$ cat src/rtl/sdram_port_arbiter_if.sv
// -----------------------------------------------------------------------------
// sdram_port_arbiter_if
// Bundles the two requester ports and the SDRAM-controller side of the
// two-port SDRAM arbiter.
//   p0_* / p1_*  : request, direction, address, write data, byte enables,
//                  one-cycle ack and held read data for each port
//   mem_*        : address, write data, read data, address/data strobes and
//                  read/write select towards the SDRAM controller
// Modports:
//   master : the requesters plus the memory model (drives requests and mem_dout)
//   slave  : the arbiter itself
// -----------------------------------------------------------------------------
interface sdram_port_arbiter_if;
   logic        p0_req;
   logic        p0_we;
   logic [23:0] p0_addr;
   logic [15:0] p0_wdata;
   logic [1:0]  p0_be;
   logic        p0_ack;
   logic [15:0] p0_rdata;

   logic        p1_req;
   logic        p1_we;
   logic [23:0] p1_addr;
   logic [15:0] p1_wdata;
   logic [1:0]  p1_be;
   logic        p1_ack;
   logic [15:0] p1_rdata;

   logic [23:0] mem_addr;
   logic [15:0] mem_din;
   logic [15:0] mem_dout;
   logic        mem_as;
   logic [1:0]  mem_ds;
   logic        mem_rw;
   logic        busy;
   logic [1:0]  grant;

   modport master (
      output p0_req, p0_we, p0_addr, p0_wdata, p0_be,
      output p1_req, p1_we, p1_addr, p1_wdata, p1_be,
      output mem_dout,
      input  p0_ack, p0_rdata, p1_ack, p1_rdata,
      input  mem_addr, mem_din, mem_as, mem_ds, mem_rw, busy, grant
   );

   modport slave (
      input  p0_req, p0_we, p0_addr, p0_wdata, p0_be,
      input  p1_req, p1_we, p1_addr, p1_wdata, p1_be,
      input  mem_dout,
      output p0_ack, p0_rdata, p1_ack, p1_rdata,
      output mem_addr, mem_din, mem_as, mem_ds, mem_rw, busy, grant
   );
endinterface

$ cat src/rtl/sdram_port_arbiter.sv
// -----------------------------------------------------------------------------
// sdram_port_arbiter
// Round-robin arbiter giving two request ports turns at a strobe-driven SDRAM
// controller. Each access holds the strobes for ACCESS_CYCLES cycles, then
// keeps them low for RECOVER_CYCLES cycles before the next request is sampled.
// Ports:
//   clock : system clock, rising edge
//   reset : synchronous, active-high
//   bus   : sdram_port_arbiter_if.slave (port requests/acks, memory strobes)
// All strobe, grant, busy and ack outputs come straight from flops.
// -----------------------------------------------------------------------------
module sdram_port_arbiter #(
   parameter int ACCESS_CYCLES  = 8,  // minimum 2
   parameter int RECOVER_CYCLES = 2   // minimum 1
) (
   input logic                  clock,
   input logic                  reset,
   sdram_port_arbiter_if.slave  bus
);

   localparam int MAX_CYCLES = (ACCESS_CYCLES > RECOVER_CYCLES) ? ACCESS_CYCLES : RECOVER_CYCLES;
   localparam int CW         = $clog2(MAX_CYCLES + 1);

   typedef enum logic [1:0] {IDLE, ACCESS, RECOVER} state_t;

   state_t        state, state_nxt;
   logic [CW-1:0] cnt, cnt_nxt;      // cycles remaining in the current state
   logic          owner, owner_nxt;  // 0 = p0, 1 = p1
   logic          last, last_nxt;    // last port served; reset to p1 so p0 wins first
   logic          load;
   logic          capture;
   logic [1:0]    ack_nxt;
   logic          sel_we;
   logic [23:0]   sel_addr;
   logic [15:0]   sel_wdata;
   logic [1:0]    sel_be;
   logic [1:0]    be_nxt;

   // NOTE: every signal written here gets a default first, so no path leaves
   // one unassigned and no latch is inferred.
   always_comb begin
      state_nxt = state;
      cnt_nxt   = cnt;
      owner_nxt = owner;
      last_nxt  = last;
      load      = 1'b0;
      capture   = 1'b0;
      ack_nxt   = 2'b00;

      unique case (state)
         IDLE: begin
            if (bus.p0_req || bus.p1_req) begin
               state_nxt = ACCESS;
               cnt_nxt   = CW'(ACCESS_CYCLES - 1);
               load      = 1'b1;
               // With both requesting, the port not served last wins.
               owner_nxt = (bus.p0_req && bus.p1_req) ? ~last : bus.p1_req;
            end
         end
         ACCESS: begin
            // cnt == 1 is the edge entering the final access cycle: the ack
            // and read data must be visible during that cycle.
            if (cnt == CW'(1)) begin
               ack_nxt[owner] = 1'b1;
               capture        = bus.mem_rw;
               last_nxt       = owner;
            end
            if (cnt == '0) begin
               state_nxt = RECOVER;
               cnt_nxt   = CW'(RECOVER_CYCLES - 1);
            end else begin
               cnt_nxt = cnt - CW'(1);
            end
         end
         RECOVER: begin
            if (cnt == '0) state_nxt = IDLE;
            else           cnt_nxt   = cnt - CW'(1);
         end
         default: state_nxt = IDLE;
      endcase

      sel_we    = owner_nxt ? bus.p1_we    : bus.p0_we;
      sel_addr  = owner_nxt ? bus.p1_addr  : bus.p0_addr;
      sel_wdata = owner_nxt ? bus.p1_wdata : bus.p0_wdata;
      sel_be    = owner_nxt ? bus.p1_be    : bus.p0_be;
      // mem_ds carries the latched byte enables for the whole access.
      be_nxt    = load ? sel_be : bus.mem_ds;
   end

   // NOTE: sequential state uses non-blocking assignments so every flop
   // samples pre-edge values regardless of statement order.
   always_ff @(posedge clock) begin
      if (reset) begin
         state        <= IDLE;
         cnt          <= '0;
         owner        <= 1'b0;
         last         <= 1'b1;
         bus.mem_addr <= '0;
         bus.mem_din  <= '0;
         bus.mem_rw   <= 1'b1;
         bus.mem_as   <= 1'b0;
         bus.mem_ds   <= 2'b00;
         bus.grant    <= 2'b00;
         bus.busy     <= 1'b0;
         bus.p0_ack   <= 1'b0;
         bus.p1_ack   <= 1'b0;
         bus.p0_rdata <= '0;
         bus.p1_rdata <= '0;
      end else begin
         state      <= state_nxt;
         cnt        <= cnt_nxt;
         owner      <= owner_nxt;
         last       <= last_nxt;
         bus.busy   <= (state_nxt != IDLE);
         bus.mem_as <= (state_nxt == ACCESS);
         bus.mem_ds <= (state_nxt == ACCESS) ? be_nxt : 2'b00;
         bus.grant  <= (state_nxt == ACCESS) ? (owner_nxt ? 2'b10 : 2'b01) : 2'b00;
         bus.p0_ack <= ack_nxt[0];
         bus.p1_ack <= ack_nxt[1];
         if (load) begin
            bus.mem_addr <= sel_addr;
            bus.mem_din  <= sel_wdata;
            bus.mem_rw   <= ~sel_we;
         end
         if (capture) begin
            if (owner) bus.p1_rdata <= bus.mem_dout;
            else       bus.p0_rdata <= bus.mem_dout;
         end
      end
   end

endmodule

$ cat src/flat_wrapper.sv
// flat-port wrapper written by rule: the top's interface ports become plain ports
module sdram_port_arbiter_flat 
#(
   parameter int ACCESS_CYCLES  = 8,              
   parameter int RECOVER_CYCLES = 2               
)
  (clock, reset, bus_p0_req, bus_p0_we, bus_p0_addr, bus_p0_wdata, bus_p0_be, bus_p1_req, bus_p1_we, bus_p1_addr, bus_p1_wdata, bus_p1_be, bus_mem_dout, bus_p0_ack, bus_p0_rdata, bus_p1_ack, bus_p1_rdata, bus_mem_addr, bus_mem_din, bus_mem_as, bus_mem_ds, bus_mem_rw, bus_busy, bus_grant);
  sdram_port_arbiter_if bus_i ();
  input logic clock;
  input logic reset;
  input wire logic [$bits(bus_i.p0_req)-1:0] bus_p0_req;
  input wire logic [$bits(bus_i.p0_we)-1:0] bus_p0_we;
  input wire logic [$bits(bus_i.p0_addr)-1:0] bus_p0_addr;
  input wire logic [$bits(bus_i.p0_wdata)-1:0] bus_p0_wdata;
  input wire logic [$bits(bus_i.p0_be)-1:0] bus_p0_be;
  input wire logic [$bits(bus_i.p1_req)-1:0] bus_p1_req;
  input wire logic [$bits(bus_i.p1_we)-1:0] bus_p1_we;
  input wire logic [$bits(bus_i.p1_addr)-1:0] bus_p1_addr;
  input wire logic [$bits(bus_i.p1_wdata)-1:0] bus_p1_wdata;
  input wire logic [$bits(bus_i.p1_be)-1:0] bus_p1_be;
  input wire logic [$bits(bus_i.mem_dout)-1:0] bus_mem_dout;
  output wire logic [$bits(bus_i.p0_ack)-1:0] bus_p0_ack;
  output wire logic [$bits(bus_i.p0_rdata)-1:0] bus_p0_rdata;
  output wire logic [$bits(bus_i.p1_ack)-1:0] bus_p1_ack;
  output wire logic [$bits(bus_i.p1_rdata)-1:0] bus_p1_rdata;
  output wire logic [$bits(bus_i.mem_addr)-1:0] bus_mem_addr;
  output wire logic [$bits(bus_i.mem_din)-1:0] bus_mem_din;
  output wire logic [$bits(bus_i.mem_as)-1:0] bus_mem_as;
  output wire logic [$bits(bus_i.mem_ds)-1:0] bus_mem_ds;
  output wire logic [$bits(bus_i.mem_rw)-1:0] bus_mem_rw;
  output wire logic [$bits(bus_i.busy)-1:0] bus_busy;
  output wire logic [$bits(bus_i.grant)-1:0] bus_grant;
  assign bus_i.p0_req = bus_p0_req;
  assign bus_i.p0_we = bus_p0_we;
  assign bus_i.p0_addr = bus_p0_addr;
  assign bus_i.p0_wdata = bus_p0_wdata;
  assign bus_i.p0_be = bus_p0_be;
  assign bus_i.p1_req = bus_p1_req;
  assign bus_i.p1_we = bus_p1_we;
  assign bus_i.p1_addr = bus_p1_addr;
  assign bus_i.p1_wdata = bus_p1_wdata;
  assign bus_i.p1_be = bus_p1_be;
  assign bus_i.mem_dout = bus_mem_dout;
  assign bus_p0_ack = bus_i.p0_ack;
  assign bus_p0_rdata = bus_i.p0_rdata;
  assign bus_p1_ack = bus_i.p1_ack;
  assign bus_p1_rdata = bus_i.p1_rdata;
  assign bus_mem_addr = bus_i.mem_addr;
  assign bus_mem_din = bus_i.mem_din;
  assign bus_mem_as = bus_i.mem_as;
  assign bus_mem_ds = bus_i.mem_ds;
  assign bus_mem_rw = bus_i.mem_rw;
  assign bus_busy = bus_i.busy;
  assign bus_grant = bus_i.grant;
  sdram_port_arbiter #(.ACCESS_CYCLES(ACCESS_CYCLES), .RECOVER_CYCLES(RECOVER_CYCLES)) u_core (.clock(clock), .reset(reset), .bus(bus_i));
endmodule
$ cat config.mk
export PLATFORM = sky130hd
export DESIGN_NAME = sdram_port_arbiter_flat
export DESIGN_NICKNAME = d
export VERILOG_FILES = /design/src/rtl/sdram_port_arbiter_if.sv /design/src/rtl/sdram_port_arbiter.sv /design/src/flat_wrapper.sv
export SDC_FILE = /design/constraint.sdc
export NUM_CORES = 1
export LEC_CHECK = 0
export CAP_MARGIN = 10
export CORE_MARGIN = 8
export CORE_UTILIZATION = 52
export DETAILED_ROUTE_END_ITERATION = 10
export DONT_BUFFER_PORTS = 1
export GPL_TIMING_DRIVEN = 1
export HOLD_SLACK_MARGIN = 0.08
export PLACE_DENSITY_LB_ADDON = 0.1
export REMOVE_ABC_BUFFERS = 1
export SLEW_MARGIN = 20
export SYNTH_ARGS = -nofsm -noshare
export SYNTH_HDL_FRONTEND = slang
export SYNTH_SLANG_ARGS = --single-unit
$ cat constraint.sdc
create_clock -name clock -period 1.9 [get_ports clock]
set_clock_uncertainty 0.1 [all_clocks]
set_input_delay 0.57 -clock clock [delete_from_list [all_inputs] [get_ports clock]]
set_output_delay 0.57 -clock clock [all_outputs]
set_load 0.02 [all_outputs]
### Word-level counts from Yosys, hierarchy flattened

Index checks and enable logic that the tools add are counted.

| word-level totals | value |
|---|---|
| input bits | 106 |
| word-level logic and storage cells | 65 |
| output and inout port bits | 81 |
| flip-flop bits (word level) | 89 |

| cells by class | value |
|---|---|
| equality and inequality tests | 6 |
| add/sub/neg operators | 1 |
| magnitude comparators | 2 |
| mux-type cells | 22 |
| reductions and logical operators | 13 |
| bitwise logic cells | 6 |

Operator list:

| kind | number |
|---|---|
| $mux 24 | 1 |
| $mux 16 | 1 |
| $mux 4 | 3 |
| $pmux 4 s3 | 1 |
| $mux 2 | 5 |
| $mux 1 | 9 |
| $not 1->1 | 6 |
| $pmux 2 s3 | 1 |
| $reduce_and 2->1 | 3 |
| $eq 2x1->1 const B | 2 |
| $eq 4x1->1 const B | 1 |
| $logic_not 4->1 | 1 |
| $sub 4x1->4 const B | 1 |
| $reduce_and 3->1 | 1 |
| $reduce_bool 3->1 | 1 |
| $reduce_or 3->1 | 1 |
| $eq 2x2->1 const B | 1 |
| $logic_and 1x1->1 | 2 |
| $logic_not 2->1 | 1 |
| $lt 1x2->1 const B | 1 |
| $ne 2x1->1 const B | 1 |
| $ne 2x2->1 const B | 1 |
| $reduce_bool 2->1 | 1 |
| $reduce_or 2->1 | 1 |
| 3 further kinds | 3 |

### Logic depth before layout (Yosys ltp)

Gate-level depths: netlist (run 1).

| logic depth | value |
|---|---|
| depth after elaboration | 6 |
| gate-level depth with buffers | 8 |
| depth with buffers taken out | 6 |

### Worst setup path before layout (run 1)

Ideal clock, no wire load.

| timing | value |
|---|---|
| kind | register -> register |
| start | reg u_core.state[0] |
| end | reg u_core.bus.mem_addr[10] |
| stages on the path, launching flop included | 9 |
| library setup time | 132 ps |
| path buffers | 2 |
| period minus slack after synthesis | 1,820 ps |
| path slack | 80 ps |
| arrival time | 1,588 ps |
| data required time | 1,668 ps |
| cell sequence | dfxtp_1 > inv_1 > ha_1 > and2_1 > a21o_1 > buf_2 > buf_2 > o221ai_1 > a21oi_1 |

| on the way | value |
|---|---|
| cells in the longest elaborated chain, start to end | 3 |
| elaborated cells between the ends (all ways) | 4 |
| classes of those cells | mux: 3; reduce/logical: 1 |

Ends and longest elaborated chain:

| what | RTL line | text |
|---|---|---|
| from (decl) | sdram_port_arbiter.sv:26 | `state_t state, state_nxt;` |
| from (signal assigned) | sdram_port_arbiter.sv:110 | `state <= state_nxt;` |
| $logic_not 2->1 (*) | sdram_port_arbiter.sv:50 | `unique case (state)` |
| $mux 1 | sdram_port_arbiter.sv:50 |  |
| $mux 24 | sdram_port_arbiter.sv:83 | `sel_addr = owner_nxt ? bus.p1_addr : bus.p0_addr;` |
| to (signal assigned) | sdram_port_arbiter.sv:121 | `bus.mem_addr <= sel_addr;` |
| to (decl) | sdram_port_arbiter_if.sv:52 | `output mem_addr, mem_din, mem_as, mem_ds, mem_rw, busy, grant` |

Mark *: on every way between the ends. The rest lies on a longest branch, timed or not.
A chain may end at the register's enable or synchronous reset.

### Worst setup path after layout (run 1)

| timing | value |
|---|---|
| start | reg u_core.cnt[1] |
| end | reg u_core.bus.mem_ds[1] |

| on the way | value |
|---|---|
| cells in the longest elaborated chain, start to end | 6 |
| elaborated cells between the ends (all ways) | 7 |
| classes of those cells | eq/ne: 1; mux: 3; bitwise: 1; reduce/logical: 2 |

Ends and longest elaborated chain:

| what | RTL line | text |
|---|---|---|
| from (decl) | sdram_port_arbiter.sv:27 | `logic [CW-1:0] cnt, cnt_nxt;` |
| from (signal assigned) | sdram_port_arbiter.sv:111 | `cnt <= cnt_nxt;` |
| $logic_not 4->1 (*) | sdram_port_arbiter.sv:68, sdram_port_arbiter.sv:76 |  |
| $mux 2, on equally long branches | sdram_port_arbiter.sv:76, sdram_port_arbiter.sv:68 |  |
| $pmux 2 s3 (*) | sdram_port_arbiter.sv:50 |  |
| $eq 2x1->1 (*) | sdram_port_arbiter.sv:116 | `bus.mem_ds <= (state_nxt == ACCESS) ? be_nxt : 2'b00;` |
| $not 1->1 (no source line) (*) | - |  |
| $reduce_or 2->1 (no source line) (*) | - |  |
| to (signal assigned) | sdram_port_arbiter.sv:116 |  |
| to (decl) | sdram_port_arbiter_if.sv:52 |  |

Marks and branches as above.

==> results.yml, run 1 <==
synthesis:
  muxShareOfSynthArea_pct: 4.42
  synth-edff-count: 0
  seq_area_frac_synth_pct: 49.2
  ys_types: 42
  synth_simple_gate_area_share_pct: 15.8
  syn_inst: 400
  ys_dominant_reg_cell: "dfxtp_1"
  synth_fa_ha_area_share_pct: 2.42
  synth_top_family_by_area: "compound AO/OA/AOI/OAI gates"
  syn_area_um2: 3620
  synth-seq-cells: 89
  synth_xor_area_share_pct: 0
  synth-compound-area-share_pct: 23.7
  postSynth.asyncResetShare_pct: 0
  yosys_warnings: 0
  syn_area_per_cell_um2: 9.06
setup_path:
  cp.required_ns: 2.08
  critPathLaunchType: "register"
  worstPathMaxFanout: 5
  crit_arrival_ns: 2.02
  worst_r2r_path_depth: 6
  r2r_start: "u_core.cnt[1]"
  endpoint_kind: "register"
  path_class: "reg -> reg"
  regToRegSetupSlack_ns: 0.06
  rr_endpoint: "u_core.bus.mem_ds[1]"
cells_and_area:
  final_cell_count_no_fill: 480
  diodes: 0
  drive_gt1_share_pct: 18.8
  fillers: 611
  nets: 508
  areaGrowthSynthToFinish_pct: 15.2
sta:
  setup-violations-final: 0
  fin_crit_sh_pct: 96.9
  setup_slack_ns: 0.0596
  hold_violations: 0
  slew_headroom_pct: 76.5
  fmax_ghz: 0.543
  post-route-min-period_ns: 1.84
  rsz0062_at_grt: "true"
  finalMaxSlewViolations: 0
  worstMarginPinSlew_ns: 0.352
grt:
  first_global_vias: 2799
  antenna_found_initial: 0
  grt_max_degree: 86
  grt.total_usage_pct: 19.0
  overflow: 0
  grt_pass1_wl_mm: 15.1
floorplan:
  chipHeight_um: 99.5
  die_x_um: 99.5
  coreArea_um2: 6760
  pin_count: 187
  num_rows: 30
  die-area_um2: 9890
  start_util_pct: 53.6
cts:
  h-tree-depth: 3
  cts_sinks: 89
  cts_tree: "built"
  clk_pin_slew_worst_paths_ns: 0.09
  cts_setup_buffers: 0
  ctsHoldBuffers: 0
  cts_buffers: 9
  clock_latency_ns: 0.36
  root_buffer: "clkbuf_8"
  clock_path_buffers: 2
drt:
  wl_per_cell_um: 21.5
  postRouteAntennaNets: 0
  route.vias.total: 2903
  dr.pass1.iters: 4
  avgViaCountPerCell: 6.05
  drtIter0Drc: 103
  drc: 0
  wl_mm: 10.3
placed_design:
  placedCellCount: 463
  place_ws_ns: 0.00979
  hpwl_mm: 7.42
  io_buffers: 0
  place_congestion: 0.829
run:
  drv_cap: 0
min_path:
  whs_path_depth: 1
  hp-class: "in -> reg"
  holdPathEnd: "u_core.bus.p0_rdata[5]"
  worstHoldStart: "reset"
pwr:
  vdd_drop_max_uv: 509
  leakagePower_nw: 1.58
  cellPowerDensity_nw_per_um2: 1240
run_status:
  status: "finished, final reports clean"
-- how the worst max path moves through the flow --
stage                    start  cells past startpoint                      end
2_1_floorplan       bus_p1_req                      4          u_core.bus.busy
4_1_cts          u_core.cnt[1]                      6     u_core.bus.mem_ds[1]
5_1_grt        u_core.state[0]                      7  u_core.bus.mem_addr[17]
3_3_place_gp     u_core.cnt[1]                      6     u_core.bus.mem_ds[0]
6_report         u_core.cnt[1]                      6     u_core.bus.mem_ds[1]
3_5_place_dp   u_core.state[1]                      6   u_core.bus.p1_rdata[2]
-- registers in the layout, summed over array words and instances (netlist names) --
| name | flops |
|---|---|
| u_core.bus.mem_rw | 1 |
| u_core.bus.mem_din | 16 |
| u_core.bus.p0_rdata | 16 |
| u_core.cnt | 4 |
| u_core.bus.busy | 1 |
| u_core.bus.mem_addr | 24 |
| u_core.bus.grant | 2 |
| u_core.state | 2 |
| u_core.bus.mem_as | 1 |
| u_core.bus.p1_rdata | 16 |
| u_core.last | 1 |
| u_core.bus.p1_ack | 1 |
| u_core.bus.mem_ds | 2 |
| u_core.bus.p0_ack | 1 |
| u_core.owner | 1 |
-- per-layer routing --
metal	vias up	part of all wire [%]	track usage [%]
met5	-	0	0
met4	0	1.0	5.59
met3	8	13	10.8
met2	127	48	30.8
met1	1342	38	20.8
li1	1426	-	-
-- report_power, final --
part / switching [mW] / leakage, nW / total [mW] / internal (mW)
logic: 0.696 / 0.743 / 1.27 / 0.575
registers: 0.461 / 0.731 / 2.58 / 2.11
clock network: 0.667 / 0.103 / 1.31 / 0.648
total: 1.82 / 1.58 / 5.16 / 3.34
-- worst max-delay path, cell delays in order (launching register included) --
cell      delay (ns)
dfxtp_2         0.34
inv_2           0.08
ha_4            0.13
or3b_4          0.39
a221oi_4        0.33
o311ai_4        0.15
a311oi_2        0.25
-- placed cells by master, fill, tap and decap left out, drive strengths merged, types with 2 or more instances in the layout --
cell type / instances
nor3: 2
and2: 2
nor2b: 3
nand3: 4
nand3b: 2
a221oi: 2
nand2: 81
a21oi: 61
a311oi: 2
and3: 2
a211oi: 3
nor4: 2
o21ai: 2
ha: 7
mux2i: 16
buf: 15
inv: 8
clkinv: 2
o221ai: 40
nor3b: 3
nor2: 24
clkbuf: 11
dfxtp: 89
-- logic make-up after synthesis --
group | after synthesis
buf+inv | 38
compound gates | 119
fa+ha+maj | 7
simple gates | 131
mux | 16
flops | 89
-- cell type report --
cell class	instances	area, um^2	area share, %
Timing Repair Buffer	16	200	4.80
Clock inverter	6	65.1	1.56
Clock buffer	10	138	3.30
Sequential cell	89	1790	42.8
Tap cell	80	100	2.40
Inverter	6	22.5	0.540
Multi-Input combinational cell	273	1860	44.6
-- through the flow --
step / cell area [um^2] / power, mW / hold WS (ns) / utilization [%] / TNS (ns)
final: 4170 / 5.16 / 0.167 / 61.8 / 0
after global routing: 4170 / 5.43 / 0.146 / 61.8 / -0.186
after CTS: 3980 / 5.04 / 0.158 / 58.9 / 0
after detailed placement: 3780 / 3.74 / 0.358 / 55.9 / 0
after global placement: 3780 / 3.71 / 0.352 / 55.9 / 0
after floorplan: 3480 / 3.33 / 0.328 / - / -48.39
-- cells in the mapped netlist, drive strengths merged, types with 2 or more instances --
cell type   n  share of area, %
nor2       24               2.5
mux2i      16               4.4
nand2      81               8.4
a221oi      2               1.1
nor3b       3              0.76
buf        12               1.8
a311oi      2              0.83
and3        2              0.35
nor4        2              0.35
ha          7               2.4
a211oi      3              0.76
a21oi      61               8.4
nor2b       3              0.52
inv         6              0.62
nand3       4              0.55
dfxtp      89                49
and2        2              0.35
clkbuf     20               2.1
o221ai     40               9.7
nor3        2              0.28
nand3b      2              0.41
o21ai       2              0.28
-- repair_timing --
item                                   CTS  global route
resized for setup                        1            34
setup endpoints to repair                2            44
pin swaps                                0             4
endpoints found under the hold margin    0             0
cloned                                   0             1
Power figures use the tool's default switching activity.
==> inputs of run 2 (changes only) <==
--- a/config.mk
+++ b/config.mk
@@ -7,7 +7,7 @@
 export LEC_CHECK = 0
 export CAP_MARGIN = 10
 export CORE_MARGIN = 8
-export CORE_UTILIZATION = 52
+export CORE_UTILIZATION = 40
 export DETAILED_ROUTE_END_ITERATION = 10
 export DONT_BUFFER_PORTS = 1
 export GPL_TIMING_DRIVEN = 1
==> run 2 against run 1 <==
Worst setup slack worse by 0.023 ns. Register-to-register slack worse by 0.02 ns. Final cell count rose by 6.7%. Utilization down 14 points. Sequential power about the same. Critical path type unchanged. Largest cell class is now registers. Highest routed layer unchanged. Total power increased by 3.7%. Cell area rose by 1.2%. Critical path depth unchanged. Via count up 0.24%.
==> results.yml, run 2 (synthesized netlist as in run 1, its figures left out) <==
cts:
  h-tree-depth: 3
  root_buffer: "clkbuf_8"
  cts_buffers: 9
  clock_latency_ns: 0.34
  cts_sinks: 89
  ctsHoldBuffers: 0
  cts_tree: "built"
  clock_path_buffers: 2
  clk_pin_slew_worst_paths_ns: 0.10
pwr:
  total_power_mw: 5.35
  netSwitchingPower_mw: 1.86
  leakagePower_nw: 1.62
  sequentialPowerShare_pct: 48.3
  cellPowerDensity_nw_per_um2: 1270
  clkPwrFrac_pct: 26.8
  p_sw_share_pct: 34.8
  vdd_drop_max_uv: 496
  pwr-share-comb_pct: 24.9
  p_int_mw: 3.49
floorplan:
  die-area_um2: 12400
  coreArea_um2: 8760
  die_x_um: 111
  num_rows: 34
  pin_count: 187
  chipHeight_um: 111
  start_util_pct: 41.3
sta:
  post-route-min-period_ns: 1.86
  finalMaxSlewViolations: 0
  rsz0062_at_grt: "true"
  fin_crit_sh_pct: 98.1
  worstMarginPinSlew_ns: 0.409
  hold_ws_ns: 0.176
  slew_headroom_pct: 72.6
  fmax_ghz: 0.537
  setup_slack_ns: 0.0361
  hold_violations: 0
  setup-violations-final: 0
setup_path:
  worstPathMaxFanout: 5
  rr_endpoint: "u_core.bus.mem_ds[1]"
  regToRegSetupSlack_ns: 0.04
  crit_arrival_ns: 2.03
  worst_r2r_path_depth: 6
  path_class: "reg -> reg"
  cp.required_ns: 2.07
  r2r_start: "u_core.cnt[1]"
  crit_path_start: "u_core.cnt[1]"
  critPathLaunchType: "register"
  endpoint_kind: "register"
cells_and_area:
  fillers: 867
  diodes: 0
  nets: 512
  largest_register_ffs: 24
  layout_common_cells: "dfxtp_1, nand2_1, a21oi_1"
  drive_gt1_share_pct: 15.3
  areaGrowthSynthToFinish_pct: 16.6
  final_cell_count_no_fill: 512
  largest_register: "u_core.bus.mem_addr"
  final_common_cell: "dfxtp_1"
min_path:
  whs_path_depth: 1
  worstHoldStart: "reset"
  hp-class: "in -> reg"
  holdPathEnd: "u_core.bus.p1_rdata[8]"
drt:
  wl_per_cell_um: 21.6
  avgViaCountPerCell: 5.68
  drtIter0Drc: 218
  route.vias.total: 2910
  wl_mm: 11.1
  dr.pass1.iters: 4
  drc: 0
  postRouteAntennaNets: 0
grt:
  grt.total_usage_pct: 15.7
  grt_pass1_wl_mm: 16.1
  first_global_vias: 2797
  grt_max_degree: 86
  antenna_found_initial: 0
  overflow: 0
placed_design:
  hpwl_mm: 7.63
  place_ws_ns: 0.00123
  placedCellCount: 489
  place_congestion: 0.735
  io_buffers: 0
run:
  drv_cap: 0
run_status:
  status: "finished, final reports clean"
-- run 2: layout make-up --
type / count / area [um^2] / share of cell area (%)
flip-flops and latches: 89 / 1790 / 42.3
multi-input cells: 273 / 1770 / 41.9
clock buffers: 9 / 124 / 2.93
repair buffers: 20 / 285 / 6.76
inverters: 6 / 25.0 / 0.593
clock inverters: 7 / 100 / 2.37
well taps: 108 / 135 / 3.20
-- run 2: how the worst max path moves through the flow --
stage / end / cells past startpoint / slack (ns)
global route: u_core.bus.mem_ds[1] / 6 / -0.04
detailed placement: u_core.bus.p1_rdata[12] / 6 / 0.001
floorplan: u_core.bus.busy / 4 / -1.05
finish: u_core.bus.mem_ds[1] / 6 / 0.04
CTS: u_core.bus.mem_ds[1] / 6 / 0.01
global placement: u_core.bus.busy / 6 / 0.02
-- run 2: power groups by stage --
stage	clock, mW	sequential (mW)	combinational [mW]
final	1.44	2.59	1.33
after global routing	1.57	2.62	1.47
after CTS	1.50	2.59	1.12
after detailed placement	0	2.63	1.11
after global placement	0	2.63	1.09
after floorplan	0	2.55	0.782
-- run 2: timing repair --
item	CTS	global route
setup endpoints to repair	6	43
setup buffers	0	3
resized for setup	1	21
gates cloned	0	4
pin swaps	1	3
-- run 2: through the flow --
step / cell area [um^2] / setup TNS (ns) / utilization, %
2_1_floorplan: 3480 / -48.39 / -
3_3_place_gp: 3810 / 0 / 43.5
3_5_place_dp: 3810 / 0 / 43.5
4_1_cts: 4030 / 0 / 46.0
5_1_grt: 4220 / -0.0435 / 48.2
6_report: 4220 / 0 / 48.2
-- run 2: critical path, stage by stage (launching register included) --
cell and delay, ns:
dfxtp_2 0.35, inv_4 0.07, ha_4 0.12, or3b_4 0.39, a221oi_4 0.36, o311ai_4 0.15
a311oi_2 0.25
-- run 2: metal layers --
layer  track usage (%)  up-vias  share of wire, %
met5                 0        -                 0
met4              4.80        0              0.86
met3              9.04        8                14
met2              25.0      139                47
met1              17.3     1329                38
li1                  -     1434                 -
==> inputs of run 3 (changes only) <==
--- a/config.mk
+++ b/config.mk
@@ -6,6 +6,8 @@
 export NUM_CORES = 1
 export LEC_CHECK = 0
 export CAP_MARGIN = 10
+export CELL_PAD_IN_SITES_DETAIL_PLACEMENT = 0
+export CELL_PAD_IN_SITES_GLOBAL_PLACEMENT = 1
 export CORE_MARGIN = 8
 export CORE_UTILIZATION = 40
 export DETAILED_ROUTE_END_ITERATION = 10
==> constraint.sdc (replaced) <==
create_clock -name clock -period 2.2 [get_ports clock]
set_clock_uncertainty 0.1 [all_clocks]
set_input_delay 0.66 -clock clock [delete_from_list [all_inputs] [get_ports clock]]
set_output_delay 0.66 -clock clock [all_outputs]
set_load 0.02 [all_outputs]
==> run 3 against run 2 <==
First-iteration DRC count shrank 42%. Register-to-register slack gained 0.16 ns. Critical path depth grew 1. Critical path type unchanged. Largest power group unchanged.
==> results.yml, run 3 (synthesized netlist as in run 1, its figures left out) <==
pwr:
  pwr-share-comb_pct: 21.0
  cellPowerDensity_nw_per_um2: 1080
  clkPwrFrac_pct: 26.6
  leakagePower_nw: 1.49
  p_sw_share_pct: 34.7
  vdd_drop_max_uv: 385
  netSwitchingPower_mw: 1.48
  p_int_mw: 2.78
  sequentialPowerShare_pct: 52.4
  total_power_mw: 4.25
cts:
  cts_sinks: 89
  clock_latency_ns: 0.34
  cts_tree: "built"
  clk_pin_slew_worst_paths_ns: 0.09
  clock_path_buffers: 2
  cts_buffers: 9
  cts_setup_buffers: 0
  h-tree-depth: 3
  root_buffer: "clkbuf_8"
sta:
  fin_crit_sh_pct: 91.2
  finalMaxSlewViolations: 0
  hold_violations: 0
  slew_headroom_pct: 58.9
  rsz0062_at_grt: "false"
  post-route-min-period_ns: 2.01
  setup_slack_ns: 0.194
  worstMarginPinSlew_ns: 0.617
  hold_ws_ns: 0.268
  fmax_ghz: 0.498
  setup-violations-final: 0
drt:
  wl_mm: 10.0
  wl_per_cell_um: 20.0
  drtIter0Drc: 126
  postRouteAntennaNets: 0
  avgViaCountPerCell: 5.58
  drc: 0
  dr.pass1.iters: 4
  route.vias.total: 2788
cells_and_area:
  drive_gt1_share_pct: 8.42
  fillers: 901
  nets: 500
  layout_common_cells: "dfxtp_1, nand2_1, a21oi_1"
  final_common_cell: "dfxtp_1"
  areaGrowthSynthToFinish_pct: 8.70
  largest_register_ffs: 24
  largest_register: "u_core.bus.mem_addr"
  diodes: 0
floorplan:
  start_util_pct: 41.3
  chipHeight_um: 111
  die-area_um2: 12400
  coreArea_um2: 8760
  num_rows: 34
  die_x_um: 111
  pin_count: 187
setup_path:
  crit_arrival_ns: 2.18
  worst_r2r_path_depth: 7
  critPathLaunchType: "register"
  crit_path_start: "u_core.state[0]"
  endpoint_kind: "register"
  regToRegSetupSlack_ns: 0.19
  cp.required_ns: 2.38
  path_class: "reg -> reg"
  r2r_start: "u_core.state[0]"
  rr_endpoint: "u_core.bus.mem_addr[7]"
  worstPathMaxFanout: 42
placed_design:
  place_ws_ns: 0.177
  place_congestion: 0.738
  io_buffers: 0
  hpwl_mm: 7.44
run:
  drv_cap: 0
grt:
  first_global_vias: 2810
  grt_max_degree: 86
  grt.total_usage_pct: 15.7
  overflow: 0
  antenna_found_initial: 0
  grt_pass1_wl_mm: 16.0
run_status:
  status: "finished, final reports clean"
min_path:
  whs_path_depth: 1
  hp-class: "in -> reg"
  worstHoldStart: "reset"
  holdPathEnd: "u_core.bus.p0_rdata[5]"
run 3: layer usage:
| layer | up-vias | share of wire, % | GRT usage, % |
|---|---|---|---|
| li1 | 1409 | - | - |
| met1 | 1246 | 38 | 17.2 |
| met2 | 125 | 48 | 25.5 |
| met3 | 8 | 13 | 8.55 |
| met4 | 0 | 0.82 | 4.53 |
| met5 | - | 0 | 0 |
run 3: repair_timing:
action,4_1_cts,5_1_grt
resized for setup,0,1
endpoints found under the setup margin,0,1
hold buffers,0,0
run 3: worst max path at each step:
| stage | end | cells after the start |
|---|---|---|
| after floorplan | u_core.bus.busy | 4 |
| after global placement | u_core.cnt[3] | 6 |
| after detailed placement | u_core.cnt[3] | 6 |
| after CTS | u_core.cnt[3] | 6 |
| after global routing | u_core.bus.mem_addr[18] | 7 |
| final | u_core.bus.mem_addr[7] | 7 |
run 3: area by class of cell:
cell class / instances / area, um^2 / share of cell area, %
Sequential cell: 89 / 1780 / 45.2
Clock buffer: 11 / 141 / 3.59
Clock inverter: 5 / 63.8 / 1.62
Tap cell: 108 / 135 / 3.43
Inverter: 6 / 22.5 / 0.572
Multi-Input combinational cell: 273 / 1700 / 43.1
Timing Repair Buffer: 8 / 97.6 / 2.48
run 3: critical path, cell delays in order, from the launching register on:
cell and delay [ns]:
dfxtp_1 0.35, inv_1 0.12, ha_1 0.34, and2_1 0.26, a21o_1 0.20, buf_12 0.21, o221ai_1 0.17, a21oi_1 0.18
run 3: power groups by stage:
stage	Combinational (mW)	Sequential, mW	Clock, mW
floorplan	0.675	2.20	0
global placement	0.890	2.28	0
detailed placement	0.902	2.28	0
CTS	0.904	2.24	1.19
global route	1.02	2.26	1.25
finish	0.893	2.23	1.13
run 3: through the flow:
step | setup TNS (ns) | instance area [um^2] | cells | utilization [%]
floorplan | -31.88 | 3480 | 368 | -
global placement | 0 | 3720 | 484 | 42.5
detailed placement | 0 | 3720 | 484 | 42.5
CTS | 0 | 3930 | 500 | 44.8
global route | 0 | 3940 | 500 | 44.9
finish | 0 | 3940 | 500 | 44.9
